==> src/rtl/inst_fetch_unit.sv <==
// inst_fetch_unit: single-outstanding instruction fetch with a registered decode slot.
// Define FETCH_BPRED_EN to enable static taken prediction of B instructions.
module inst_fetch_unit #(
    parameter logic [63:0] RESET_PC = 64'h0
) (
    input  logic        clk_i,
    input  logic        rst_i,
    output logic        imem_req_valid_o,
    input  logic        imem_req_ready_i,
    output logic [63:0] imem_addr_o,
    input  logic        imem_rsp_valid_i,
    input  logic [31:0] imem_rsp_data_i,
    input  logic        redirect_i,
    input  logic [63:0] redirect_pc_i,
    output logic        inst_valid_o,
    input  logic        inst_ready_i,
    output logic [31:0] instruction_o,
    output logic [63:0] inst_pc_o,
    output logic [25:0] imm26_o,
    output logic [2:0]  ctrl_o,
    output logic        pred_taken_o
);
    localparam logic [1:0] S_FETCH = 2'd0, S_WAIT = 2'd1, S_DROP = 2'd2;

    function automatic logic [2:0] decode(input logic [31:0] w);
        return w[31:26] == 6'b000101 ? 3'b010 :
               w[31:25] == 7'b1011010 ? 3'b011 :
               (w[31:21] == 11'b11111000010 || w[31:21] == 11'b11111000000) ? 3'b001 :
               w[31:23] == 9'b110100101 ? 3'b100 :
               (w[31:22] == 10'b1001000100 || w[31:22] == 10'b1101000100 ||
                w[31:22] == 10'b1001001000 || w[31:22] == 10'b1011001000) ? 3'b000 : 3'b111;
    endfunction

    logic [1:0]  state_q, state_d;
    logic [63:0] pc_q, pc_d, inst_pc_q, rsp_next;
    logic        inst_valid_q, inst_valid_d, pred_q, rsp_taken;
    logic [31:0] instr_q;
    logic [2:0]  ctrl_q, rsp_ctrl;
    logic        slot_free, hs, load;

    assign rsp_ctrl  = decode(imem_rsp_data_i);
`ifdef FETCH_BPRED_EN
    assign rsp_taken = rsp_ctrl == 3'b010;
    assign rsp_next  = rsp_taken ? pc_q + {{36{imem_rsp_data_i[25]}}, imem_rsp_data_i[25:0], 2'b00}
                                 : pc_q + 64'd4;
`else
    assign rsp_taken = 1'b0;
    assign rsp_next  = pc_q + 64'd4;
`endif

    // Request only when the slot will be free, so a response never lands on a held word.
    assign slot_free        = !inst_valid_q || inst_ready_i;
    assign imem_req_valid_o = !rst_i && state_q == S_FETCH && slot_free;
    assign hs               = imem_req_valid_o && imem_req_ready_i;
    assign load             = state_q == S_WAIT && imem_rsp_valid_i && !redirect_i;

    always_comb begin
        state_d = state_q == S_FETCH ? (hs ? (redirect_i ? S_DROP : S_WAIT) : S_FETCH) :
                  state_q == S_WAIT  ? (imem_rsp_valid_i ? S_FETCH : redirect_i ? S_DROP : S_WAIT) :
                                       (imem_rsp_valid_i ? S_FETCH : S_DROP);
        pc_d         = redirect_i ? redirect_pc_i : load ? rsp_next : pc_q;
        inst_valid_d = redirect_i ? 1'b0 : load ? 1'b1 : inst_valid_q && !inst_ready_i;
    end

    always_ff @(posedge clk_i or posedge rst_i) begin
        if (rst_i) begin
            state_q      <= S_FETCH;
            pc_q         <= RESET_PC;
            inst_valid_q <= 1'b0;
            instr_q      <= 32'h0;
            inst_pc_q    <= 64'h0;
            ctrl_q       <= 3'b111;
            pred_q       <= 1'b0;
        end else begin
            state_q      <= state_d;
            pc_q         <= pc_d;
            inst_valid_q <= inst_valid_d;
            if (load) begin
                instr_q   <= imem_rsp_data_i;
                inst_pc_q <= pc_q;
                ctrl_q    <= rsp_ctrl;
                pred_q    <= rsp_taken;
            end
        end
    end

    assign imem_addr_o   = pc_q;
    assign inst_valid_o  = inst_valid_q;
    assign instruction_o = instr_q;
    assign inst_pc_o     = inst_pc_q;
    assign imm26_o       = instr_q[25:0];
    assign ctrl_o        = ctrl_q;
    assign pred_taken_o  = pred_q;
endmodule

==> config.mk <==
export PLATFORM = sky130hd
export DESIGN_NAME = inst_fetch_unit
export DESIGN_NICKNAME = d
export VERILOG_FILES = /design/src/rtl/inst_fetch_unit.sv
export SDC_FILE = /design/constraint.sdc
export NUM_CORES = 1
export LEC_CHECK = 0
export ABC_AREA = 1
export CORE_MARGIN = 1
export CORE_UTILIZATION = 42
export DETAILED_ROUTE_END_ITERATION = 10
export PLACE_DENSITY_LB_ADDON = 0.3
export SKIP_CTS_REPAIR_TIMING = 1
export SYNTH_ARGS = -nofsm -noshare
export SYNTH_HDL_FRONTEND = slang
export SYNTH_SLANG_ARGS = --single-unit
==> constraint.sdc <==
create_clock -name clk_i -period 4.83 [get_ports clk_i]
set_input_delay 0.7245 -clock clk_i [delete_from_list [all_inputs] [get_ports clk_i]]
set_output_delay 0.7245 -clock clk_i [all_outputs]
set_load 0.03 [all_outputs]
# Yosys cells after proc, flatten, opt, wreduce, memory -nomap -nowiden
# Cells that the tools add are included.
# totals
ff_bits	166
inputBits	102
out_inout_bits	192
elab_cells	49
# op_classes
addsub	1
n_eq_ne	10
n_mux	15
n_reduce_logical	17
# op_table
operator	n
64-bit 2-to-1 mux	2
64-bit by 3-bit adder with 64-bit output (second input constant)	1
10-bit == test (second input constant)	4
11-bit == test (second input constant)	2
3-bit 2-to-1 mux	5
2-bit 2-to-1 mux	6
9-bit == test (second input constant)	1
7-bit == test (second input constant)	1
6-bit by 3-bit == test with 1-bit output (second input constant)	1
1-bit logical AND	6
1-bit logical OR	5
1-bit zero test	4
2-bit by 1-bit == test with 1-bit output (second input constant)	1
2-bit zero test	1
1-bit 2-to-1 mux	2
2-bit nonzero test	1

# Depth between registers and ports, before layout
# Gate-level depths: netlist (run 1).
# logic_depth
ltp_word	9
mapped_depth	11
mapped_depth_nobuf	11

# Worst setup path before layout (run 1)
# Ideal clock, no wire load.
# synth_timing
path_kind	input port to output port
startpoint	input rst_i
endpoint	output imem_req_valid_o
t_arrival_ns	1.739
required_ns	4.106
path_slack_ns	2.366
path_stages	1
n_path_buf	0
path_cell_list	nor4_1
# synth_between
elab_chain_cells	3
# synth_lines
element	line	rtl
start, declared	7	input logic rst_i,
1-bit zero test (no line)	n/a	
1-bit logical AND (2 in a row)	53	assign imem_req_valid_o = !rst_i && state_q == S_FETCH && slot_free;
end, declared	8	output logic imem_req_valid_o,
# No other way between the ends.

# Worst setup path in the final report (run 1)
# Same ends and word-level chain as after synthesis.

==> results.cfg, run 1 <==
[min_path]
whs_path_depth = 2
min_from = inst_pc_o[15]
hp-class = flip-flop to flip-flop
hold_path_end = inst_pc_o[15]

[detailed_routing]
wl_per_cell_um = 17.4
vias = 9210
drc = 0
wirelength_um = 30800
drt_iter0_markers = 780
drtAntennaViolNets = 0
first_pass_iters = 6
vias_per_cell = 5.21

[worst_setup_path]
cp-start-kind = input port
worstSetupPathType = input port to primary output
timing.rr.start = state_q[1]
arrival_ps = 2250
r2r_end = ctrl_o[2]
cp_max_fo = 2
reg2reg_slack_ps = 2460
worstSetupEndpointType = primary output
r2r_cells = 8
required_ps = 4110

[final_layout]
antenna_cells = 0
final_nets = 1582
drive_above_1_share_pct = 5.76
syn2layout_area_growth_pct = 39.3
fin_area_um2 = 12700
layout_commonest_cell = nand2_1
final_cell_mix = nand2_1, clkdlybuf4s50_1, nor2_1
post-route-util_pct = 60.0

[placed_design]
placed_area_um2 = 12000
dpl.hpwl_um = 22700
gp_congestion = 0.936
numPortBuffers = 292

[floorplan]
core_um2 = 21100
die_y_um = 149
ioPinCount = 294
rows = 53
start_util_pct = 43.1
die_w_um = 149
die-area_um2 = 22200

[pwr]
leakagePower_uw = 0.00561
power.density_nw_per_um2 = 469
vdd_ir_drop_max_v = 0.000248

[clock_network]
htree_num_levels = 4
clk_latency_ps = 430
clock-sinks = 166
tritoncts = yes
numCtsBuffers = 17
path_clk_slew_ps = 70
clk_path_buf_depth = 2
clockRootBuffer = clkbuf_16

[sta]
fin_crit_sh_pct = 61.5
final.setup.tns_ps = 0
tightest_slew_ps = 1020
fmax_mhz = 336
rsz0062_at_grt = no
setup_viol = 0
period_minus_slack_ps = 2970
relSlewSlack_pct = 31.7
fin_skew_ps = 9.07
hold_viol = 0
timing.final.max_slew_violations = 0

[global_route]
grt_pass1_vias = 8824
antenna_found_initial = 0
grt_pass1_wl_um = 48200
grt_use_total_pct = 28.4
grt-ovfl-total = 0
grt_max_degree = 167

[run_status]
outcome = completed

[synth]
synthCells = 1232
ys_seq_elements = 166
postSynthAreaPerCell_um2 = 7.37
synthArstFlopShare_pct = 100
ys_warn_count = 0
synth_seq_area_share_pct = 45.8
synth.cell_area_um2 = 9080
synthDistinctLibCells = 42
synth-edff-count = 0
synth_top_flop_cell = dfrtp_1
synth_nets = 1335

[run]
maxCapViolCount = 0
==> sequential cells by signal, indices dropped and copies added, names as in the netlist <==
signal	count
inst_valid_o	1
inst_pc_o	64
ctrl_o	3
imem_addr_o	64
instruction_o	32
state_q	2
==> layer usage <==
metal / global-route usage, % / vias up / routed length, µm
met2: 46.3 / 437 / 14500
met5: 0 / - / 0
li1: - / 4406 / -
met4: 8.88 / 0 / 637
met1: 38.3 / 4320 / 13200
met3: 5.08 / 47 / 2460
==> metrics by stage <==
stage / instances / worst slack [ps] / hold WS, ps / power [µW]
final: 1767 / 1860 / 472 / 5940
after global routing: 1767 / 1790 / 498 / 6220
after CTS: 1767 / 1850 / 474 / 5980
after detailed placement: 1735 / 1820 / 457 / 4460
after global placement: 1735 / 1870 / 455 / 4430
after floorplan: 1232 / 2000 / 526 / 3400
==> kinds of logic (layout without fill, tap and decap cells) <==
group | after synthesis | count (layout) | share of synthesized area, %
xor+xnor | 12 | 12 | 1.16
fa+ha+maj | 1 | 1 | 0.138
buf+inv | 184 | 444 | 9.17
flops | 166 | 166 | 45.8
simple gates | 735 | 735 | 35.4
compound gates | 133 | 133 | 8.29
other cells | 1 | 1 | 0.0413
==> report_power, final <==
| group | leakage, µW | internal (µW) | switching [µW] |
|---|---|---|---|
| logic | 0.00323 | 963 | 1420 |
| clock network | 0.000309 | 882 | 632 |
| registers | 0.00207 | 1740 | 300 |
| total | 0.00561 | 3590 | 2350 |
==> how the worst max path moves through the flow <==
stage	from	end	slack, ps	cells past startpoint
after floorplan	rst_i	imem_addr_o[0]	2000	1
after global placement	imem_rsp_valid_i	ctrl_o[2]	1870	8
after detailed placement	imem_rsp_valid_i	ctrl_o[2]	1820	8
after CTS	rst_i	imem_req_valid_o	1850	3
after global routing	rst_i	imem_req_valid_o	1790	3
final	rst_i	imem_req_valid_o	1860	3
==> critical path: stages <==
cell and delay (ps):
clkdlybuf4s50_1 450, nor4_1 330, clkdlybuf4s50_1 740
==> Yosys cell counts, types with 5 or more instances <==
library cell  instances  area, µm²
nand2_2               9       56.3
nand2_1             405       1520
a31oi_1               5       31.3
clkbuf_1             14       52.6
nand4_1              32        200
nand3b_1             12       90.1
nor2_1              164        616
buf_4                29        218
nor3_1               13       65.1
inv_1               110        413
nand3_1              64        320
o211ai_1              7       52.6
o21ai_1               5       25.0
dfrtp_1             163       4080
buf_2                27        135
nor2_4               14        158
o21ai_0              90        450
nor2_2                6       37.5
o221ai_1              5       43.8
xor2_1               12        105
==> final cells by class <==
class | instances | area, µm²
multi-input cells | 882 | 4090
well taps | 275 | 344
fillers | 1931 | 8430
inverters | 112 | 427
clock buffers | 17 | 425
flip-flops and latches | 166 | 4160
repair buffers | 300 | 2990
clock inverters | 15 | 219
Power figures use the tool's default switching activity.
==> run 2: changes to the inputs <==
- CORE_UTILIZATION: 42 -> 47
- clock period: 4.83 -> 2.9 ns (I/O delays scaled with it)
==> results.cfg, run 2 (synthesis gave the netlist of run 1 again) <==
[min_path]
hp-class = input port to async pin

[floorplan]
start_util_pct = 48.2
ioPinCount = 294
die_y_um = 141
die-area_um2 = 19900
rows = 50
core_um2 = 18800
die_w_um = 141

[clock_network]
clockRootBuffer = clkbuf_16
numCtsBuffers = 17
tritoncts = yes
clk_latency_ps = 430
htree_num_levels = 4
clk_path_buf_depth = 2
path_clk_slew_ps = 70
clock-sinks = 166

[sta]
final.setup.tns_ps = 0
hold_viol = 0
timing.final.max_slew_violations = 0
fmax_mhz = 414
setup_viol = 0
rsz0062_at_grt = no
relSlewSlack_pct = 54.9
period_minus_slack_ps = 2420
fin_crit_sh_pct = 83.4
fin_hold_ws_ps = 288
tightest_slew_ps = 676
fin_skew_ps = 10.8

[detailed_routing]
vias_per_cell = 5.24
drtAntennaViolNets = 0
wl_per_cell_um = 17.5
drc = 0
drt_iter0_markers = 664
wirelength_um = 30700
first_pass_iters = 5
vias = 9200

[worst_setup_path]
cp-start-kind = input port
required_ps = 2470
cp_max_fo = 2
arrival_ps = 1980
worstSetupPathType = input port to primary output
worstSetupEndpointType = primary output

[global_route]
grt-ovfl-total = 0
antenna_found_initial = 0
grt_use_total_pct = 31.6
grt_pass1_vias = 8639
grt_max_degree = 108
grt_pass1_wl_um = 48000

[final_layout]
fillers = 1643
drive_above_1_share_pct = 6.01
antenna_cells = 0
final_cell_mix = nand2_1, clkdlybuf4s50_1, nor2_1
fin_area_um2 = 12700
layout_commonest_cell = nand2_1
syn2layout_area_growth_pct = 39.6
final_nets = 1587

[placed_design]
placed_area_um2 = 12100
dpl.hpwl_um = 23000
numPortBuffers = 292
gp_congestion = 0.931

[pwr]
leakagePower_uw = 0.00563
power.density_nw_per_um2 = 768
vdd_ir_drop_max_v = 0.000420

[run_status]
outcome = completed

[run]
maxCapViolCount = 0
run 2: critical path: stages:
cell	delay, ps
clkdlybuf4s50_1	470
nor4_1	340
clkdlybuf4s50_1	740
run 2: power breakdown:
group | total (µW) | switching (µW) | internal, µW
registers | 3400 | 496 | 2910
logic | 3980 | 2360 | 1610
clock network | 2360 | 1040 | 1320
total | 9740 | 3900 | 5840
run 2: final cells by class:
class	instances	area (µm²)	area share (%)
sequential	166	4160	32.8
multi-input combinational	882	4090	32.3
timing repair buffer	305	3080	24.3
clock buffer	19	443	3.49
inverter	112	427	3.37
tap	260	325	2.57
clock inverter	13	156	1.23
run 2: routing by layer:
metal | wire length [µm] | part of all wire (%) | GRT usage, %
met1 | 13000 | 42 | 42.1
met3 | 2360 | 7.7 | 5.60
met2 | 14600 | 47 | 52.0
met4 | 745 | 2.4 | 10.5
met5 | 0 | 0 | 0
run 2: worst paths after layout:
check                      cells past startpoint  slack (ps)                to       startpoint
max                                            3         480  imem_req_valid_o            rst_i
min                                            2         290        state_q[0]            rst_i
max reg2reg                                    7         850   imem_addr_o[50]  imem_addr_o[19]
min reg2reg                                    2         480      inst_pc_o[4]     inst_pc_o[4]
max in group asynchronous                      3        1910         ctrl_o[2]            rst_i
min in group clk_i                             2         480      inst_pc_o[4]     inst_pc_o[4]
run 2: per-stage QoR:
stage,util (%),setup WS [ps],cells,power [µW]
finish,67.3,482,1757,9740
global route,67.3,383,1757,10200
CTS,67.3,469,1757,9790
detailed placement,64.1,486,1725,7420
global placement,64.1,523,1725,7370
floorplan,-,355,1232,5660
